`src/rtl/clk_div_bank.sv`:
```
// Bank of NUM_CH runtime-programmable half-period clock dividers.
// Optional global phase realign via `DIVBANK_SYNC_EN (adds the sync port).
module clk_div_bank #(
  parameter int NUM_CH = 6,
  parameter int CNT_W  = 28,
  parameter logic [NUM_CH*CNT_W-1:0] DIV_INIT = '0
) (
  input  logic              clk100Mhz,
  input  logic              rst_n,
  input  logic              wr_en,
  input  logic [3:0]        wr_ch,
  input  logic [CNT_W-1:0]  wr_div,
`ifdef DIVBANK_SYNC_EN
  input  logic              sync,
`endif
  output logic [NUM_CH-1:0] clk_out,
  output logic [NUM_CH-1:0] tick,
  output logic [NUM_CH-1:0] div_pend
);

  logic [NUM_CH-1:0][CNT_W-1:0] cnt_q, cnt_d;
  logic [NUM_CH-1:0][CNT_W-1:0] div_q, div_d;
  logic [NUM_CH-1:0][CNT_W-1:0] pdiv_q, pdiv_d;
  logic [NUM_CH-1:0] pend_q, pend_d;
  logic [NUM_CH-1:0] clk_q, clk_d;
  logic [NUM_CH-1:0] tick_q, tick_d;
  logic [NUM_CH-1:0] wr_hit;

  always_comb begin
    wr_hit = '0;
    for (int i = 0; i < NUM_CH; i++) begin
      wr_hit[i] = wr_en && (wr_ch == 4'(i));
    end
  end

  always_comb begin
    cnt_d  = cnt_q;
    div_d  = div_q;
    pdiv_d = pdiv_q;
    pend_d = pend_q;
    clk_d  = clk_q;
    tick_d = '0;
    for (int i = 0; i < NUM_CH; i++) begin
      if (div_q[i] == '0) begin
        cnt_d[i] = '0;
        clk_d[i] = 1'b0;
        if (pend_q[i]) begin
          div_d[i]  = pdiv_q[i];
          pend_d[i] = 1'b0;
        end
        if (wr_hit[i]) begin
          div_d[i] = wr_div;
        end
      end else begin
        if (cnt_q[i] == div_q[i] - CNT_W'(1)) begin
          cnt_d[i]  = '0;
          clk_d[i]  = ~clk_q[i];
          tick_d[i] = ~clk_q[i];
          if (pend_q[i]) begin
            div_d[i]  = pdiv_q[i];
            pend_d[i] = 1'b0;
            // a pending zero turns the channel off at this edge
            if (pdiv_q[i] == '0) begin
              clk_d[i]  = 1'b0;
              tick_d[i] = 1'b0;
            end
          end
        end else begin
          cnt_d[i] = cnt_q[i] + CNT_W'(1);
        end
        if (wr_hit[i]) begin
          pdiv_d[i] = wr_div;
          pend_d[i] = 1'b1;
        end
      end
`ifdef DIVBANK_SYNC_EN
      if (sync) begin
        cnt_d[i]  = '0;
        clk_d[i]  = 1'b0;
        tick_d[i] = 1'b0;
        pend_d[i] = 1'b0;
        div_d[i]  = pend_q[i] ? pdiv_q[i] : div_q[i];
        if (wr_hit[i]) begin
          div_d[i] = wr_div;
        end
      end
`endif
    end
  end

  always_ff @(posedge clk100Mhz) begin
    if (!rst_n) begin
      cnt_q  <= '0;
      div_q  <= DIV_INIT;
      pdiv_q <= '0;
      pend_q <= '0;
      clk_q  <= '0;
      tick_q <= '0;
    end else begin
      cnt_q  <= cnt_d;
      div_q  <= div_d;
      pdiv_q <= pdiv_d;
      pend_q <= pend_d;
      clk_q  <= clk_d;
      tick_q <= tick_d;
    end
  end

  assign clk_out  = clk_q;
  assign tick     = tick_q;
  assign div_pend = pend_q;

endmodule

```
`config.mk`:
```
export PLATFORM = sky130hd
export DESIGN_NAME = clk_div_bank
export DESIGN_NICKNAME = d
export VERILOG_FILES = /design/src/rtl/clk_div_bank.sv
export SDC_FILE = /design/constraint.sdc
export NUM_CORES = 1
export LEC_CHECK = 0
export CAP_MARGIN = 0
export CORE_MARGIN = 2
export CORE_UTILIZATION = 30
export DETAILED_ROUTE_END_ITERATION = 6
export SYNTH_ARGS = -nofsm -noshare
export SYNTH_HDL_FRONTEND = slang
export SYNTH_SLANG_ARGS = --single-unit
```
`constraint.sdc`:
```
create_clock -name clk100Mhz -period 5.5 [get_ports clk100Mhz]
set_input_delay 1.1 -clock clk100Mhz [delete_from_list [all_inputs] [get_ports clk100Mhz]]
set_output_delay 1.1 -clock clk100Mhz [all_outputs]
set_load 0.005 [all_outputs]
```
-- Yosys cells after proc, flatten, opt, wreduce, memory -nomap -nowiden
Index checks and enable logic that the tools add are counted.
- add/sub/neg operators: 12
- $mul: 0
- div/mod/pow operators: 0
- magnitude comparators: 0
- equal/unequal tests: 11
- shift operators: 0
- muxes and demuxes: 48
- bitwise logic cells: 19
- reduce and logical (&&, ||, !) cells: 55
- operators by type and width (cell ; count):
    28-bit 2-to-1 mux ; 24
    28-bit zero test ; 12
    28-bit by 1-bit adder with 28-bit output (second input constant) ; 6
    28-bit equality test ; 6
    28-bit by 1-bit subtractor with 28-bit output (second input constant) ; 6
    3-bit OR reduction ; 12
    1-bit 2-to-1 mux ; 24
    2-bit nonzero test ; 12
    1-bit inverter ; 19
    2-bit AND reduction ; 6
    2-bit OR reduction ; 6
    4-bit by 2-bit equality test with 1-bit output (second input constant) ; 2
    4-bit by 3-bit equality test with 1-bit output (second input constant) ; 2
    1-bit logical AND ; 6
    4-bit by 1-bit equality test with 1-bit output (second input constant) ; 1
    4-bit zero test ; 1
- register bits: 522
- latch bits: 0
- bits in writable memories: 0
- bits in read-only memories: 0
- memories kept: 0

-- Logic depth before layout (Yosys ltp)
Gate-level depths: netlist of run 1.
- depth after elaboration: 4
- gate-level depth with buffers: 15
- depth with buffers taken out: 11

-- Least setup slack after synthesis of run 1
OpenSTA, ideal clock, no wires.
- kind: reg2reg
- start point: reg div_q[56] in the netlist's numbering
- end point: reg div_q[63] in the netlist's numbering
- arrival: 4.036 ns
- data required time: 5.428 ns
- setup slack: 1.393 ns
- cell stages (with the launch flop): 16
- buffers on the path: 4
- cell sequence: dfxtp_1 > clkbuf_1 > inv_1 > ha_1 > clkbuf_1 > nor4b_1 > nand2_1 > o31a_1 > nor4_1 > nand4_1 > or4b_2 > or4b_1 > clkbuf_1 > nand2_2 > buf_2 > mux2i_1
- word-level cells in the longest chain between the ends: 3
- elaborated cells on any way between the ends: 5
- ends and longest elaborated chain (element ; RTL line ; text):
    start, declared ; 22 ; logic [NUM_CH-1:0][CNT_W-1:0] div_q, div_d;
    start signal, assigned ; 101 ; div_q <= div_d;
    28-bit by 1-bit subtractor with 28-bit output ; 55 ; if (cnt_q[i] == div_q[i] - CNT_W'(1)) begin
    28-bit equality test ; 55 ;
    2-bit nonzero test (no source line) ; - ;
Parallel ways exist; a longest one is shown, timed or not.
A chain may end at the register's enable or synchronous reset.

-- Worst setup path in the final report of run 1
- start point: reg div_q[56] in the netlist's numbering
- end point: reg div_q[68] in the netlist's numbering
The elaborated chain is that of the path after synthesis.

==> results of run 1 <==
metrics by stage:
step	hold slack (ns)	instance area [um^2]	util	std cells	setup slack [ns]
after global placement	0.453	30900	0.318	4890	1.16
after detailed placement	0.461	30900	0.318	4890	0.934
after global routing	0.488	32800	0.338	4995	0.478
after floorplan	0.440	29500	-	3805	1.39
final	0.469	32800	0.338	4995	0.805
after CTS	0.469	32800	0.338	4995	0.875
how the worst max path moves through the flow:
| stage | depth (start not counted) | slack, ns | endpoint | from |
|---|---|---|---|---|
| after floorplan | 15 | 1.39 | div_q[63] | div_q[56] |
| after global routing | 12 | 0.48 | div_q[68] | div_q[56] |
| after CTS | 12 | 0.88 | div_q[68] | div_q[56] |
| after global placement | 12 | 1.16 | div_q[68] | div_q[56] |
| final | 12 | 0.81 | div_q[68] | div_q[56] |
| after detailed placement | 12 | 0.93 | div_q[73] | div_q[56] |
placed cells by master, fill, tap and decap left out, drive strengths merged, types with 36 or more instances in the layout:
cell,netlist,final
mux2i,251,251
nand4,74,74
inv,39,41
xnor2,195,195
dfxtp,522,522
a21oi,293,293
nor3,59,59
nor4,85,85
clkdlybuf4s50,0,51
o21ai,102,102
and3,46,46
buf,49,54
nand3,145,145
nand2,707,707
xor2,173,173
clkbuf,247,86
nor2,354,354
a211o,36,36
o211ai,103,103
metal layers:
layer  up-vias  wire, um  part of all wire
met1     12400     40900              0.48
li1      13000         -                 -
met4         0      2360             0.027
met3       134      5100             0.059
met5         -         0                 0
met2       679     37600              0.44
sequential cells by signal, summed over array words and instances, names as in the netlist:
name and cells:
cnt_q 168, div_q 168, pdiv_q 168, clk_out 6, div_pend 6, tick 6
worst max-delay path, delay by kind of cell, from the launching register on:
family | cells | cell delay [ns]
flops | 1 | 0.38
buf+inv | 2 | 0.44
mux | 1 | 0.23
compound gates | 1 | 0.31
fa+ha+maj | 1 | 0.32
simple gates | 7 | 2.95
cell type report:
class                           count  area [um^2]  area share
Clock buffer                       86         1690      0.0514
Clock inverter                     19          230     0.00702
Inverter                           39          151     0.00462
Multi-Input combinational cell   2948        17700       0.541
Sequential cell                   522        10500       0.319
Tap cell                         1276         1600      0.0487
Timing Repair Buffer              105          920      0.0281
logic make-up after synthesis:
| family | after synthesis | synth area share |
|---|---|---|
| AOI/OAI and AO/OA | 664 | 0.139 |
| xor gates and xnor gates | 368 | 0.109 |
| adders and majority gates | 18 | 0.00765 |
| buffers and inverters | 335 | 0.0440 |
| DFF | 522 | 0.355 |
| muxes | 252 | 0.0857 |
| and+or+nand+nor | 1646 | 0.260 |
==> impl_metrics.ini, run 1 <==
[status]
status = finished clean

[setup_path]
reg2reg_setup_slack_ns = 0.81
start_kind = register
slowest_delay_ns = 0.68
cp_slowest_cell = or4b_2
crit_fanout = 12
cp_cell_sequence = inv_1, ha_1, nor4b_1, nand2_1, o31a_1, nor4_1, nand4_1, or4b_2, or4b_1, nand2_2, buf_4, mux2i_1
required_ns = 6.03
arrival_ns = 5.23
path_class = register to register
end_kind = register
r2r_start = div_q[56]
ff2ff_path_depth = 12
r2r_end = div_q[68]

[yosys]
synth-main-ff-cell = dfxtp_1
ys_top_cells_by_area = dfxtp_1 (35%), nand2_1 (9.0%), mux2i_1 (8.5%)
netlist.area_leader.share = 0.355
yosysUniqueCellTypes = 75
synth_edf_count = 0
yosys.area.top_type = dfxtp_1
synth_most_common_cell = nand2_1
synth_nets = 3858
async_flop_share = 0
ys_ff_latch = 522
synth_warnings = 0
syn_area_per_cell_um2 = 7.74
ys_seq_area_frac = 0.355
synthesis.area_um2 = 29500
synth_common_cells = nand2_1 (706), dfxtp_1 (522), nor2_1 (354), a21oi_1 (293), mux2i_1 (251)
syn_inst = 3805

[sta]
hold_violations = 0
relSlewSlack = 0.165
period_minus_slack_ns = 4.69
post-route-period-util = 0.854
fin_worst_skew_ns = 0.0184
tightest_slew_ns = 1.25
maxSlewViolCount = 0
finalSetupViolCount = 0
timing.fmax_mhz = 213
fin_setup_tns_ns = 0
rsz0062_at_grt = no

[global_routing]
grt.overflow.total = 0
grtUsageMet2 = 0.262
grt_usage = 0.168
grt_pass1_wl_mm = 137
antenna_found_initial = 0
grt_pass1_vias = 24300
grt_use_met1 = 0.239
gr-usage-met3 = 0.0235
grt_busiest_layer = met2
grt_max_degree = 106

[hold_path]
hold_depth = 2
min_from = pdiv_q[129]
min_path_type = register to register
min_to = pdiv_q[129]

[clock_network]
ctsResizeCount = 0
numCtsBuffers = 57
root_buffer = clkbuf_16
clock_latency_ns = 0.62
cts_tree = yes
post_cts_buffers = 0
cts_buffer_depth = 3
htree_levels = 2
holdBufCountCts = 0
cts.sinks = 522
clk_pin_slew_worst_paths_ns = 0.06

[placed_design]
io_buffers = 52
dp_hpwl_mm = 55.9
routabilityCongestion = 0.887

[drt]
num_vias = 26300
firstDrtPassIters = 6
ant_nets = 0
wl_mm = 85.9
drc_errors = 0
via_per_inst = 5.26
wl_per_cell_um = 17.2
drt-initial-drc-count = 2126

[floorplan]
start_util = 0.304
die_x_um = 317
die_height_um = 317
dieArea_um2 = 101000
core.rowCount = 114
io_pins = 53
core_um2 = 97000

[cells_and_area]
syn_to_final_growth_pct = 11.3
antenna_cells = 0
fillers = 10200
drive_gt1_frac = 0.0476
nNetsFinal = 3726

[run]
drv_cap = 0
Power of run 1 is left out: the tool's default activity adds up to more than one toggle a clock period on the data nets, which glitch-free logic cannot reach.
==> run 2, diff against run 1 <==
--- a/config.mk
+++ b/config.mk
@@ -5,9 +5,11 @@
 export SDC_FILE = /design/constraint.sdc
 export NUM_CORES = 1
 export LEC_CHECK = 0
+export ABC_CLOCK_PERIOD_IN_PS = 5500
 export CAP_MARGIN = 0
 export CORE_MARGIN = 2
 export CORE_UTILIZATION = 30
+export CTS_CLUSTER_SIZE = 40
 export DETAILED_ROUTE_END_ITERATION = 6
 export SYNTH_ARGS = -nofsm -noshare
 export SYNTH_HDL_FRONTEND = slang
==> run 2 against run 1 <==
  * The flow now finishes with violations (design-rule violations)
  * Die area unchanged
  * Critical endpoint unchanged
  * Final cell count barely moved
  * Worst setup slack improved by 0.0041 ns
  * Register-to-register slack is essentially flat
  * Via count increased by 0.29%
  * Critical path type unchanged
  * Routed wire length increased by 0.11%
  * Hold slack better by 0.00052 ns
  * First-iteration DRC count increased by 6.3%
  * Sequential share of layout area about the same
  * Critical path depth unchanged
==> impl_metrics.ini, run 2 (synthesis results as in run 1) <==
[hold_path]
min_path_type = register to register

[setup_path]
cp_slowest_cell = or4b_2
end_kind = register
required_ns = 6.03
start_kind = register
crit_fanout = 12
cp_cell_sequence = inv_1, ha_1, nor4b_1, nand2_1, o31a_1, nor4_1, nand4_1, or4b_2, or4b_1, nand2_2, buf_4, mux2i_1
slowest_delay_ns = 0.68
arrival_ns = 5.22
path_class = register to register

[clock_network]
root_buffer = clkbuf_16
clk_pin_slew_worst_paths_ns = 0.06
holdBufCountCts = 0
clock_latency_ns = 0.63
post_cts_buffers = 0
cts_buffer_depth = 3
numCtsBuffers = 57
cts.sinks = 522
ctsResizeCount = 0
htree_levels = 2
cts_tree = yes

[cells_and_area]
final_cell_mix = nand2_1 (706), dfxtp_1 (516), nor2_1 (352)
final_common_cell = nand2_1
instances_no_fill = 4996
antenna_cells = 0
reg.largest.list = cnt_q: 168 flops, div_q: 168 flops, pdiv_q: 168 flops
fin_util = 0.338
syn_to_final_growth_pct = 11.1
drive_gt1_frac = 0.0473
nNetsFinal = 3726

[global_routing]
grt_usage = 0.168
grt_pass1_wl_mm = 137
grt_max_degree = 106
grt_pass1_vias = 24300
antenna_found_initial = 0
grt.overflow.total = 0

[sta]
maxSlewViolCount = 0
fin_worst_skew_ns = 0.0254
timing.fmax_mhz = 213
tightest_slew_ns = 1.25
post-route-period-util = 0.853
hold_violations = 0
setup_slack_ns = 0.809
finalSetupViolCount = 0
fin_setup_tns_ns = 0
rsz0062_at_grt = no
period_minus_slack_ns = 4.69
relSlewSlack = 0.169

[run]
drv_cap = 0

[drt]
num_vias = 26300
wl_per_cell_um = 17.2
wl_mm = 86.0
ant_nets = 0
firstDrtPassIters = 7
drt-initial-drc-count = 2261
via_per_inst = 5.27
drc_errors = 1

[placed_design]
io_buffers = 52
routabilityCongestion = 0.887
dp_hpwl_mm = 55.9
dp.cells = 4890
dp_slack_ns = 0.934

[floorplan]
start_util = 0.304
core_um2 = 97000
core.rowCount = 114
io_pins = 53
die_height_um = 317
dieArea_um2 = 101000
die_x_um = 317

[status]
status = finished with violations
failed_checks = design-rule violations
run 2: cell types whose count changed in the layout (fill, tap and decap cells not counted):
cell and change:
bufinv_16 -1, clkinv_2 +2, clkbuf_8 -2, clkbuf_1 +2
run 2: final timing paths:
| check | startpoint | slack, ns | cells past startpoint | end |
|---|---|---|---|---|
| worst min-delay path | pdiv_q[124] | 0.47 | 2 | pdiv_q[124] |
| worst min register to register | pdiv_q[124] | 0.47 | 2 | pdiv_q[124] |
| worst max register to register | div_q[56] | 0.81 | 12 | div_q[68] |
| worst max-delay path | div_q[56] | 0.81 | 12 | div_q[68] |
run 2: cell type report:
type / count / area [um^2]
fill: 10200 / 64300
clock buffer: 86 / 1670
sequential: 522 / 10500
tap: 1276 / 1600
timing repair buffer: 105 / 920
clock inverter: 20 / 210
multi-input combinational: 2948 / 17700
inverter: 39 / 151
run 2: routing by layer:
| layer | global-route usage | routed length (um) |
|---|---|---|
| met1 | 0.239 | 40800 |
| met3 | 0.0206 | 5050 |
| met5 | 0 | 0 |
| met2 | 0.263 | 37800 |
| met4 | 0.0511 | 2300 |
run 2: critical path, delay by kind of cell (launching register included):
kind,cells,cell delay (ns)
AND/OR/NAND/NOR,7,2.95
buffers and inverters,2,0.44
flip-flops,1,0.38
adder cells (fa/ha/maj),1,0.32
AO/OA/AOI/OAI,1,0.31
multiplexers,1,0.23
run 2: stage by stage:
| stage | hold WS, ns | instance area, um^2 |
|---|---|---|
| after floorplan | 0.440 | 29500 |
| after global placement | 0.453 | 30900 |
| after detailed placement | 0.461 | 30900 |
| after CTS | 0.469 | 32700 |
| after global routing | 0.488 | 32700 |
| final | 0.470 | 32700 |
Power of run 2 is left out for the same reason.
